## src/rtl/mcu_pkg.sv

```systemverilog
// mcu_pkg: shared definitions for the 8-bit MCU control path.
//   - opcode encodings (ir[15:12])
//   - ALU function-select encodings that differ from the opcode
//   - sequencer FSM state encoding
//   - B-operand mux select encodings
//   - instruction field bit positions
package mcu_pkg;

  localparam logic [3:0] OP_NOP   = 4'h0;
  localparam logic [3:0] OP_ADD   = 4'h1;
  localparam logic [3:0] OP_PASSB = 4'h2;
  localparam logic [3:0] OP_SLT   = 4'h3;
  localparam logic [3:0] OP_AND   = 4'h4;
  localparam logic [3:0] OP_LD    = 4'h5;
  localparam logic [3:0] OP_SUB   = 4'h6;
  localparam logic [3:0] OP_SLL   = 4'h7;
  localparam logic [3:0] OP_IN    = 4'h8;
  localparam logic [3:0] OP_XORI  = 4'h9;
  localparam logic [3:0] OP_ADDI  = 4'hA;
  localparam logic [3:0] OP_BZ    = 4'hB;
  localparam logic [3:0] OP_BNZ   = 4'hC;
  localparam logic [3:0] OP_ST    = 4'hD;
  localparam logic [3:0] OP_MOV   = 4'hE;
  localparam logic [3:0] OP_JMP   = 4'hF;

  // ALU function selects that do not simply echo the opcode.
  localparam logic [3:0] FS_ZERO  = 4'h0;
  localparam logic [3:0] FS_PASSB = 4'h2;  // F = B
  localparam logic [3:0] FS_PASSA = 4'h5;  // F = A

  typedef enum logic [1:0] {
    ST_FETCH  = 2'd0,
    ST_DECODE = 2'd1,
    ST_EXEC   = 2'd2,
    ST_WB     = 2'd3
  } state_t;

  localparam logic [1:0] BSEL_RF  = 2'd0;
  localparam logic [1:0] BSEL_IMM = 2'd1;
  localparam logic [1:0] BSEL_IN  = 2'd2;

  // Instruction field positions.
  localparam int OP_MSB  = 15;
  localparam int OP_LSB  = 12;
  localparam int RD_MSB  = 11;
  localparam int RD_LSB  = 10;
  localparam int RB_MSB  = 9;
  localparam int RB_LSB  = 8;
  localparam int IMM_MSB = 7;
  localparam int SH_MSB  = 2;

endpackage

```

## src/rtl/alu_sequencer_if.sv

```systemverilog
// alu_sequencer_if: instruction-memory fetch handshake plus the IN port.
//   imem_req  : sequencer -> imem, fetch request
//   imem_addr : sequencer -> imem, fetch address
//   imem_ack  : imem -> sequencer, imem_data valid this cycle
//   imem_data : imem -> sequencer, instruction word
//   in_valid  : port -> sequencer, IN data available
//   in_ready  : sequencer -> port, IN data consumed
//
// Handshake semantics: a fetch completes on a rising edge where
// imem_req && imem_ack; imem_req stays high until then and imem_ack is
// ignored while imem_req is low. An IN transfer completes on a rising edge
// where in_valid && in_ready; in_ready is only ever high in a cycle where
// in_valid is high, so it is a one-cycle consume pulse.
interface alu_sequencer_if #(
  parameter int PC_W = 8,
  parameter int IR_W = 16
);
  logic            imem_req;
  logic [PC_W-1:0] imem_addr;
  logic            imem_ack;
  logic [IR_W-1:0] imem_data;
  logic            in_valid;
  logic            in_ready;

  modport master (
    output imem_req, imem_addr, in_ready,
    input  imem_ack, imem_data, in_valid
  );

  modport slave (
    input  imem_req, imem_addr, in_ready,
    output imem_ack, imem_data, in_valid
  );
endinterface

```

## src/rtl/alu_seq_decode.sv

```systemverilog
// alu_seq_decode: combinational opcode decoder.
//   op        : in,  instruction opcode ir[15:12]
//   fs        : out, ALU function select for EXEC/WB
//   b_sel     : out, B-operand mux select
//   wr_en     : out, instruction writes the register file
//   flag_en   : out, instruction updates N/Z/C/V
//   is_branch : out, BZ or BNZ
//   is_jump   : out, JMP
//   is_store  : out, ST
//   is_in     : out, IN (blocks in EXEC on the IN port)
module alu_seq_decode
  import mcu_pkg::*;
(
  input  logic [3:0] op,
  output logic [3:0] fs,
  output logic [1:0] b_sel,
  output logic       wr_en,
  output logic       flag_en,
  output logic       is_branch,
  output logic       is_jump,
  output logic       is_store,
  output logic       is_in
);

  always_comb begin
    fs        = op;
    b_sel     = BSEL_RF;
    wr_en     = 1'b0;
    flag_en   = 1'b0;
    is_branch = 1'b0;
    is_jump   = 1'b0;
    is_store  = 1'b0;
    is_in     = 1'b0;
    case (op)
      OP_NOP: fs = FS_ZERO;
      OP_ADD, OP_SLT, OP_AND, OP_SUB, OP_SLL: begin
        wr_en   = 1'b1;
        flag_en = 1'b1;
      end
      OP_PASSB, OP_LD: wr_en = 1'b1;
      OP_IN: begin
        wr_en = 1'b1;
        b_sel = BSEL_IN;
        is_in = 1'b1;
      end
      OP_XORI, OP_ADDI: begin
        wr_en   = 1'b1;
        flag_en = 1'b1;
        b_sel   = BSEL_IMM;
      end
      // Pass rf[ra] through the ALU so alu_z tests the register.
      OP_BZ, OP_BNZ: begin
        fs        = FS_PASSA;
        is_branch = 1'b1;
      end
      OP_ST: is_store = 1'b1;
      OP_MOV: begin
        fs    = FS_PASSB;
        wr_en = 1'b1;
      end
      OP_JMP: begin
        fs      = FS_ZERO;
        is_jump = 1'b1;
      end
      default: ;
    endcase
  end

endmodule

```

## src/rtl/alu_sequencer.sv

```systemverilog
// alu_sequencer: multi-cycle control unit of the 8-bit MCU datapath.
// FETCH -> DECODE -> EXEC -> WB, four cycles per instruction plus stalls.
//   clk, reset     : clock, synchronous active-high reset
//   bus            : fetch handshake and IN port (alu_sequencer_if.master)
//   fs, sh         : ALU function select and shift amount
//   b_sel, imm     : B-operand mux select and immediate
//   rf_ra/rb/wa    : register-file addresses, rf_we write pulse in WB
//   st_en          : store strobe in WB of ST
//   alu_n/z/c/v    : ALU status inputs
//   flags          : architectural {N,Z,C,V}
//   pc             : program counter
//   state          : FSM state, for debug
module alu_sequencer
  import mcu_pkg::*;
#(
  parameter int PC_W = 8,
  parameter int RA_W = 2,
  parameter int IR_W = 16
) (
  input  logic             clk,
  input  logic             reset,
  alu_sequencer_if.master  bus,
  output logic [3:0]       fs,
  output logic [2:0]       sh,
  output logic [1:0]       b_sel,
  output logic [7:0]       imm,
  output logic [RA_W-1:0]  rf_ra,
  output logic [RA_W-1:0]  rf_rb,
  output logic [RA_W-1:0]  rf_wa,
  output logic             rf_we,
  output logic             st_en,
  input  logic             alu_n,
  input  logic             alu_z,
  input  logic             alu_c,
  input  logic             alu_v,
  output logic [3:0]       flags,
  output logic [PC_W-1:0]  pc,
  output logic [1:0]       state
);

  state_t          st;
  logic [IR_W-1:0] ir;
  logic            taken;

  logic [3:0] d_fs;
  logic [1:0] d_bsel;
  logic       d_wr_en, d_flag_en, d_is_branch, d_is_jump, d_is_store, d_is_in;

  alu_seq_decode u_decode (
    .op        (ir[OP_MSB:OP_LSB]),
    .fs        (d_fs),
    .b_sel     (d_bsel),
    .wr_en     (d_wr_en),
    .flag_en   (d_flag_en),
    .is_branch (d_is_branch),
    .is_jump   (d_is_jump),
    .is_store  (d_is_store),
    .is_in     (d_is_in)
  );

  // Field outputs come straight from the registered ir, so they are stable
  // from DECODE onwards.
  assign rf_ra = ir[RD_MSB:RD_LSB];
  assign rf_wa = ir[RD_MSB:RD_LSB];
  assign rf_rb = ir[RB_MSB:RB_LSB];
  assign imm   = ir[IMM_MSB:0];
  assign sh    = ir[SH_MSB:0];
  assign state = st;

  assign bus.imem_addr = pc;
  // Masked by reset so nothing is requested or consumed in a reset cycle.
  assign bus.imem_req  = (st == ST_FETCH) && !reset;
  assign bus.in_ready  = (st == ST_EXEC) && d_is_in && bus.in_valid && !reset;

  always_ff @(posedge clk) begin
    if (reset) begin
      st    <= ST_FETCH;
      pc    <= '0;
      ir    <= '0;
      flags <= 4'b0000;
      fs    <= FS_ZERO;
      b_sel <= BSEL_RF;
      rf_we <= 1'b0;
      st_en <= 1'b0;
      taken <= 1'b0;
    end else begin
      case (st)
        ST_FETCH: begin
          if (bus.imem_ack) begin
            ir <= bus.imem_data;
            st <= ST_DECODE;
          end
        end
        ST_DECODE: begin
          fs    <= d_fs;
          b_sel <= d_bsel;
          st    <= ST_EXEC;
        end
        ST_EXEC: begin
          // BZ is opcode bit0 = 1, BNZ is bit0 = 0.
          taken <= d_is_branch && (alu_z == ir[OP_LSB]);
          if (!d_is_in || bus.in_valid) begin
            rf_we <= d_wr_en;
            st_en <= d_is_store;
            st    <= ST_WB;
          end
        end
        ST_WB: begin
          rf_we <= 1'b0;
          st_en <= 1'b0;
          fs    <= FS_ZERO;
          b_sel <= BSEL_RF;
          if (d_flag_en) flags <= {alu_n, alu_z, alu_c, alu_v};
          if (taken || d_is_jump) pc <= PC_W'(imm);
          else                    pc <= pc + PC_W'(1);
          st <= ST_FETCH;
        end
        default: st <= ST_FETCH;
      endcase
    end
  end

endmodule
```

## src/flat_wrapper.sv

```systemverilog
// flat-port wrapper written by rule: the top's interface ports become plain ports
module alu_sequencer_flat import mcu_pkg::*;
#(
  parameter int PC_W = 8,
  parameter int RA_W = 2,
  parameter int IR_W = 16
)
  (clk, reset, fs, sh, b_sel, imm, rf_ra, rf_rb, rf_wa, rf_we, st_en, alu_n, alu_z, alu_c, alu_v, flags, pc, state, bus_imem_req, bus_imem_addr, bus_in_ready, bus_imem_ack, bus_imem_data, bus_in_valid);
  alu_sequencer_if #(.PC_W(PC_W), .IR_W(IR_W)) bus_i ();
  input  logic clk;
  input  logic reset;
  output logic [3:0] fs;
  output logic [2:0] sh;
  output logic [1:0] b_sel;
  output logic [7:0] imm;
  output logic [RA_W-1:0] rf_ra;
  output logic [RA_W-1:0] rf_rb;
  output logic [RA_W-1:0] rf_wa;
  output logic rf_we;
  output logic st_en;
  input  logic alu_n;
  input  logic alu_z;
  input  logic alu_c;
  input  logic alu_v;
  output logic [3:0] flags;
  output logic [PC_W-1:0] pc;
  output logic [1:0] state;
  output wire logic [$bits(bus_i.imem_req)-1:0] bus_imem_req;
  output wire logic [$bits(bus_i.imem_addr)-1:0] bus_imem_addr;
  output wire logic [$bits(bus_i.in_ready)-1:0] bus_in_ready;
  input wire logic [$bits(bus_i.imem_ack)-1:0] bus_imem_ack;
  input wire logic [$bits(bus_i.imem_data)-1:0] bus_imem_data;
  input wire logic [$bits(bus_i.in_valid)-1:0] bus_in_valid;
  assign bus_imem_req = bus_i.imem_req;
  assign bus_imem_addr = bus_i.imem_addr;
  assign bus_in_ready = bus_i.in_ready;
  assign bus_i.imem_ack = bus_imem_ack;
  assign bus_i.imem_data = bus_imem_data;
  assign bus_i.in_valid = bus_in_valid;
  alu_sequencer #(.PC_W(PC_W), .RA_W(RA_W), .IR_W(IR_W)) u_core (.clk(clk), .reset(reset), .bus(bus_i), .fs(fs), .sh(sh), .b_sel(b_sel), .imm(imm), .rf_ra(rf_ra), .rf_rb(rf_rb), .rf_wa(rf_wa), .rf_we(rf_we), .st_en(st_en), .alu_n(alu_n), .alu_z(alu_z), .alu_c(alu_c), .alu_v(alu_v), .flags(flags), .pc(pc), .state(state));
endmodule
```

## config.mk

```make
export PLATFORM = sky130hd
export DESIGN_NAME = alu_sequencer_flat
export DESIGN_NICKNAME = d
export VERILOG_FILES = /design/src/rtl/mcu_pkg.sv /design/src/rtl/alu_sequencer_if.sv /design/src/rtl/alu_seq_decode.sv /design/src/rtl/alu_sequencer.sv /design/src/flat_wrapper.sv
export SDC_FILE = /design/constraint.sdc
export NUM_CORES = 1
export LEC_CHECK = 0
export ABC_AREA = 1
export BUFFER_PORTS_ARGS = -buffer_cell sky130_fd_sc_hd__buf_2
export CAP_MARGIN = 0
export CORE_ASPECT_RATIO = 1.75
export CORE_MARGIN = 2
export CORE_UTILIZATION = 49
export DETAILED_ROUTE_END_ITERATION = 10
export GPL_TIMING_DRIVEN = 0
export PLACE_DENSITY = 0.85
export SLEW_MARGIN = 20
export SYNTH_ARGS = -nofsm -noshare
export SYNTH_HDL_FRONTEND = slang
export SYNTH_SLANG_ARGS = --single-unit
```

## constraint.sdc

```tcl
create_clock -name clk -period 1.9 [get_ports clk]
set_input_delay 0.095 -clock clk [delete_from_list [all_inputs] [get_ports clk]]
set_output_delay 0.095 -clock clk [all_outputs]
set_load 0.1 [all_outputs]
```

==> results by group, run 1 <==
Job
  – Max_cap viols: 0

Floorplan
  – Core Region: 4070 um^2
  – Starting Density: 50.6%
  – Die Area: 4760 um^2
  – Die Wd: 53.0 um
  – Row Count: 31
  – Die Y: 89.8 um
  – Total I/O pin count: 73

Clock network
  – Hold-fix buffers at CTS: 0
  – Clock Sinks: 39
  – Root buf cell: clkbuf_8
  – Max clock buf depth: 2
  – Num CTS Buffers: 5
  – Worst-path clk slew: 0.07 ns
  – H-tree depth: 2
  – Post-CTS setup buffer count: 0
  – TritonCTS clock tree: done
  – Post-CTS resize count: 0
  – Clock Latency Late Sink: 0.29 ns

Yosys
  – Register area share after synthesis: 37.9%
  – #FFs+latches synth: 39
  – Synth Flop Type: dfxtp_1
  – Netlist cell types: 27
  – Post-synth EDFFs: 0
  – Synthesized Nets: 322
  – Async SR Flop Fraction: 0%
  – Top cells by count, synth: 53 x nand2_1, 39 x dfxtp_1, 33 x nor2_1, 32 x a21oi_1, 27 x inv_1
  – Synth area leader: dfxtp_1
  – Avg Inst Size Synth: 7.03 um^2
  – Mapped cell area: 2060 um^2
  – Post-Syn Instances: 293
  – Count leader, synth: nand2_1
  – Share of the synthesized area in the top cell type: 37.9%
  – Area contributors post-synth: dfxtp_1 38%, nand2_1 9.7%, buf_4 9.1%, a21oi_1 7.8%, o21ai_0 6.3%
  – Warnings, synthesis: 0

Drt
  – Drt wl/cell: 12.2 um
  – Post-DRT Antenna Nets: 0
  – Via/cell ratio: 5.05
  – TritonRoute pass-1 iters: 4
  – Routed WL: 5.15 mm
  – DR iter-0 viols: 31
  – DR vias: 2132
  – DRC Markers: 0

Setup path
  – Critical path required time: 1.80 ns
  – R2R setup slack: 0.33 ns
  – FF-to-FF Start: u_core.state[0]
  – Reg-to-Reg End: u_core.ir[4]
  – R2R depth: 6
  – CP max FO: 5
  – CP Capture Type: output pin
  – Critical path arrival: 1.67 ns
  – CP Class: register to output pin
  – Type of origin of the critical path: register

Final layout
  – Final design utilization: 63.8%
  – Share of layout cells above drive strength 1: 34.0%
  – Ant. Diodes: 0
  – Layout Nets: 401
  – Final non-filler cell total: 422
  – Design area: 2600 um^2
  – Area growth syn-to-layout: 26.2%

Global route
  – Met1 GRT Util: 21.8%
  – Initial antenna violation count: 0
  – Total gr overflow: 0
  – Global-route wire length before repair: 8.52 mm
  – M2 GR Usage: 45.7%
  – GR Util met3: 3.49%
  – Top Usage Layer GRT: met2
  – Largest net degree at the start of global routing: 12
  – GRT Overall Usage: 23.7%
  – Vias in the first global route: 2007

Hold path
  – Worst hold stages: 3
  – Worst hold start: bus_imem_data[0]
  – Hold/Removal Path Class: input port to register
  – Worst hold endpoint: u_core.ir[0]

Timing
  – Hold slack: 0.0537 ns
  – Hold Violations, Final: 0
  – Crit path time final: 1.77 ns
  – Worst clock skew: 0.00511 ns
  – Peak Freq: 0.567 GHz
  – Fin crit share: 92.9%
  – Max-slew violations: 0
  – Worst Tran Pin Value: 0.498 ns
  – Final TNS setup: 0 ns
  – RSZ-0062 raised after global routing: false
  – Slew margin rel.: 67.0%
  – Final setup violation count: 0

Placement
  – Post-DP Area: 2500 um^2
  – DP HPWL: 4.06 mm
  – RePlAce Congestion: 0.947
  – Port bufs: 72
  – Placed Instances: 414

Outcome
  – Status: finished clean

Power and ir drop
  – Leakage: 1.32 nW
  – Pwr/cell area: 1700 nW/um^2
  – VDD IR-drop max: 1.19 mV
-- worst max-delay path: stages (launching register included) --
cell	delay (ns)
dfxtp_1	0.36
inv_1	0.17
nand2_2	0.12
nor2_2	0.16
nand3_1	0.14
nor2_4	0.10
clkbuf_4	0.33
-- cells by family (layout without fill, tap and decap cells) --
group | after synthesis | in the layout | synth area share, %
and+or+nand+nor | 124 | 124 | 26.4
buffers and inverters | 63 | 143 | 16.7
adders and majority gates | 5 | 5 | 3.04
AOI/OAI and AO/OA | 62 | 62 | 16.0
DFF | 39 | 39 | 37.9
-- state kept, by name (all words and copies together), names as in the netlist --
| signal | count |
|---|---|
| u_core.b_sel | 2 |
| u_core.bus.imem_addr | 8 |
| u_core.flags | 4 |
| u_core.fs | 4 |
| u_core.ir | 16 |
| u_core.rf_we | 1 |
| u_core.st_en | 1 |
| u_core.state | 2 |
| u_core.taken | 1 |
-- per-stage QoR --
| stage | power (W) | setup slack, ns |
|---|---|---|
| after floorplan | 0.00342 | 0.0937 |
| after global placement | 0.00379 | 0.365 |
| after detailed placement | 0.00383 | 0.367 |
| after CTS | 0.00444 | 0.0457 |
| after global routing | 0.00464 | 0.0420 |
| final | 0.00442 | 0.135 |
-- placed cells by master (no fill, tap or decap), drive strengths merged --
master  Yosys  layout
dfxtp      39      39
nor3        2       2
a21o        1       1
clkbuf      7      16
a22oi       1       1
buf        27      98
nand4       3       3
nand2      57      57
a21oi      32      32
nand3      22      22
or2         2       2
ha          5       5
o32ai       1       1
nor2       36      36
inv        29      29
nand3b      2       2
o21ai      27      27
-- layout make-up --
class / instances / area [um^2]
Tap cell: 49 / 61.3
Multi-Input combinational cell: 191 / 946
Fill cell: 405 / 1470
Inverter: 29 / 109
Sequential cell: 39 / 786
Timing Repair Buffer: 72 / 363
Clock buffer: 8 / 100
Buffer: 34 / 235
-- worst max path at each step --
stage,from,endpoint,slack [ns],depth (start not counted)
after detailed placement,u_core.ir[13],bus_in_ready,0.37,6
final,u_core.ir[13],bus_in_ready,0.13,6
after global routing,u_core.ir[13],bus_in_ready,0.04,6
after CTS,u_core.ir[13],bus_in_ready,0.05,6
after global placement,u_core.ir[13],bus_in_ready,0.36,6
after floorplan,u_core.bus.imem_addr[3],u_core.bus.imem_addr[7],0.09,7
-- per-layer routing --
metal | vias to the layer above | wire length [um]
met3 | 13 | 230
met2 | 62 | 3100
met1 | 979 | 1690
met4 | 0 | 133
met5 | - | 0
li1 | 1078 | -
-- where the power goes --
part / total (W) / internal [W] / switching (W)
sequential: 0.00115 / 0.00100 / 0.000146
combinational: 0.00266 / 0.000547 / 0.00211
clock: 0.000614 / 0.000331 / 0.000283
(Power assumes the default switching activity.)
==> run 2, diff against run 1 <==
ABC_AREA = default   (was 1)
==> run 2 against run 1 <==
Effect of this change: via count decreased by 5.3%; fmax decreased by 2.5%; synthesized cell count fell by 13%; critical endpoint unchanged; highest routed layer unchanged.
==> results by group, run 2 <==
Setup path
  – Critical path required time: 1.80 ns (about the same)
  – Critical path arrival: 1.72 ns (was 1.67 ns)
  – Reg-to-Reg End: u_core.rf_we (was u_core.ir[4])
  – CP Capture Type: output pin (unchanged)
  – CP Class: register to output pin (unchanged)
  – FF-to-FF Start: u_core.state[0] (unchanged)
  – R2R setup slack: 0.11 ns (was 0.33 ns)
  – Type of origin of the critical path: register (unchanged)
  – CP max FO: 5 (unchanged)
  – R2R depth: 5 (was 6)

Floorplan
  – Core Region: 4070 um^2 (unchanged)
  – Die Area: 4750 um^2 (was 4760 um^2)
  – Die Wd: 53.0 um (about the same)
  – Die Y: 89.7 um (was 89.8 um)
  – Row Count: 31 (unchanged)
  – Starting Density: 50.5% (was 50.6%)
  – Total I/O pin count: 73 (unchanged)

Timing
  – Crit path time final: 1.81 ns (was 1.77 ns)
  – Fin crit share: 95.3% (was 92.9%)
  – Slew margin rel.: 59.8% (was 67.0%)
  – RSZ-0062 raised after global routing: false (unchanged)
  – Final setup margin: 0.0890 ns (was 0.135 ns)
  – Final TNS setup: 0 ns (unchanged)
  – Worst clock skew: 0.00291 ns (was 0.00511 ns)
  – Peak Freq: 0.552 GHz (was 0.567 GHz)
  – Final setup violation count: 0 (unchanged)
  – Max-slew violations: 0 (unchanged)
  – Hold Violations, Final: 0 (unchanged)
  – Worst Tran Pin Value: 0.604 ns (was 0.498 ns)

Drt
  – DRC Markers: 0 (unchanged)
  – Post-DRT Antenna Nets: 0 (unchanged)
  – TritonRoute pass-1 iters: 4 (unchanged)
  – DR vias: 2019 (was 2132)
  – Routed WL: 4.99 mm (was 5.15 mm)
  – DR iter-0 viols: 80 (was 31)
  – Drt wl/cell: 13.0 um (was 12.2 um)
  – Via/cell ratio: 5.24 (was 5.05)

Final layout
  – Share of layout cells above drive strength 1: 36.0% (was 34.0%)
  – Reg with most FFs: u_core.ir (unchanged)
  – Area growth syn-to-layout: 26.9% (was 26.2%)
  – Max reg flops: 16 (unchanged)
  – Most frequent cells in the layout: 72 x buf_2, 42 x nand2_1, 31 x dfxtp_1, 28 x a21oi_1, 26 x buf_4 (was 72 x buf_2, 53 x nand2_1, 35 x dfxtp_1, 32 x a21oi_1, 31 x nor2_1)
  – Most common cell after layout, fill and taps aside: buf_2 (unchanged)
  – Layout Nets: 364 (was 401)
  – Ant. Diodes: 0 (unchanged)

Yosys
  – Async SR Flop Fraction: 0% (unchanged)
  – Mapped cell area: 2060 um^2 (about the same)
  – Avg Inst Size Synth: 8.07 um^2 (was 7.03 um^2)
  – Post-synth EDFFs: 0 (unchanged)
  – Netlist cell types: 46 (was 27)
  – #FFs+latches synth: 39 (unchanged)
  – Top cells by count, synth: 42 x nand2_1, 39 x dfxtp_1, 28 x a21oi_1, 25 x buf_4, 15 x nand2b_1 (was 53 x nand2_1, 39 x dfxtp_1, 33 x nor2_1, 32 x a21oi_1, 27 x inv_1)
  – Register area share after synthesis: 38.0% (was 37.9%)
  – Post-Syn Instances: 255 (was 293)
  – Synth Flop Type: dfxtp_1 (unchanged)
  – Synth area leader: dfxtp_1 (unchanged)
  – Warnings, synthesis: 0 (unchanged)
  – Synthesized Nets: 284 (was 322)
  – Count leader, synth: nand2_1 (unchanged)
  – Area contributors post-synth: dfxtp_1 38%, buf_4 9.1%, nand2_1 7.7%, a21oi_1 6.8%, nand2b_1 4.6% (was dfxtp_1 38%, nand2_1 9.7%, buf_4 9.1%, a21oi_1 7.8%, o21ai_0 6.3%)
  – Share of the synthesized area in the top cell type: 38.0% (was 37.9%)

Hold path
  – Hold/Removal Path Class: input port to register (unchanged)
  – Worst hold endpoint: u_core.ir[1] (was u_core.ir[0])
  – Worst hold stages: 3 (unchanged)
  – Worst hold start: bus_imem_data[1] (was bus_imem_data[0])

Clock network
  – H-tree depth: 2 (unchanged)
  – Clock Latency Late Sink: 0.28 ns (was 0.29 ns)
  – Hold-fix buffers at CTS: 0 (unchanged)
  – Max clock buf depth: 2 (unchanged)
  – Root buf cell: clkbuf_8 (unchanged)
  – Num CTS Buffers: 5 (unchanged)
  – Clock Sinks: 39 (unchanged)
  – Worst-path clk slew: 0.07 ns (about the same)
  – TritonCTS clock tree: done (unchanged)

Global route
  – GRT Overall Usage: 21.9% (was 23.7%)
  – Global-route wire length before repair: 8.03 mm (was 8.52 mm)
  – Largest net degree at the start of global routing: 12 (unchanged)
  – Vias in the first global route: 1866 (was 2007)
  – Total gr overflow: 0 (unchanged)
  – Initial antenna violation count: 0 (unchanged)

Placement
  – RePlAce Congestion: 0.868 (was 0.947)
  – DP HPWL: 3.81 mm (was 4.06 mm)
  – Port bufs: 72 (unchanged)
  – Place WS: 0.0591 ns (was 0.367 ns)

Power and ir drop
  – VDD IR-drop max: 1.14 mV (was 1.19 mV)
  – Leakage: 1.20 nW (was 1.32 nW)
  – Pwr/cell area: 1340 nW/um^2 (was 1700 nW/um^2)

Job
  – Max_cap viols: 0 (unchanged)

Outcome
  – Status: finished clean (unchanged)
run 2: cells by family (layout without fill, tap and decap cells):
group / after synthesis / after routing / share of synthesized area [%]
AND/OR/NAND/NOR: 95 / 95 / 23.2
flip-flops: 39 / 39 / 38.0
multiplexers: 8 / 8 / 3.95
XOR/XNOR: 1 / 1 / 0.426
buffers and inverters: 50 / 131 / 13.7
AO/OA/AOI/OAI: 57 / 57 / 17.7
adder cells (fa/ha/maj): 5 / 5 / 3.04
run 2: power by group:
| part | leakage, nW | switching [W] | internal, W |
|---|---|---|---|
| clock | 0.0422 | 0.000273 | 0.000257 |
| sequential | 0.321 | 0.000111 | 0.000951 |
| combinational | 0.833 | 0.00147 | 0.000445 |
run 2: cell type report:
type / count / area, um^2
Buffer: 40 / 246
Clock buffer: 7 / 76.3
Clock inverter: 1 / 5.00
Fill cell: 372 / 1460
Inverter: 10 / 37.5
Multi-Input combinational cell: 166 / 1010
Sequential cell: 39 / 796
Tap cell: 49 / 61.3
Timing Repair Buffer: 73 / 374
run 2: timing repair:
| action | in CTS | in global routing |
|---|---|---|
| setup buffers | 0 | 1 |
| setup endpoints to repair | 1 | 3 |
| pin swaps | 0 | 2 |
| resized for setup | 3 | 3 |
run 2: how the worst max path moves through the flow:
stage / start / endpoint / slack, ns / depth (start not counted)
2_1_floorplan: u_core.ir[14] / bus_in_ready / -0.19 / 2
3_3_place_gp: u_core.state[0] / u_core.rf_we / 0.06 / 5
3_5_place_dp: u_core.state[0] / u_core.rf_we / 0.06 / 5
4_1_cts: u_core.state[0] / u_core.rf_we / 0.01 / 5
5_1_grt: u_core.state[0] / bus_in_ready / 0.02 / 5
6_report: u_core.ir[13] / bus_in_ready / 0.09 / 3
run 2: per-stage QoR:
stage / instances / util [%] / hold slack, ns / total power [W] / cell area [um^2]
after floorplan: 255 / - / 0.224 / 0.00268 / 2090
after global placement: 376 / 61.6 / 0.336 / 0.00294 / 2510
after detailed placement: 376 / 61.6 / 0.342 / 0.00298 / 2510
after CTS: 384 / 63.8 / 0.0319 / 0.00352 / 2600
after global routing: 385 / 64.1 / 0.0330 / 0.00369 / 2610
final: 385 / 64.1 / 0.0382 / 0.00351 / 2610
run 2: worst max-delay path, stage by stage, from the launching register on:
cell     delay [ns]
dfxtp_2        0.35
or4b_4         0.58
nor4b_4        0.24
buf_6          0.26
run 2: routing by layer:
layer  share of wire (%)  track usage [%]  up-vias
met5                   0                0        -
met4                 2.1             9.40        0
met3                 4.7             4.65        7
met2                  56             39.9       61
met1                  37             22.5      945
li1                    -                -     1006
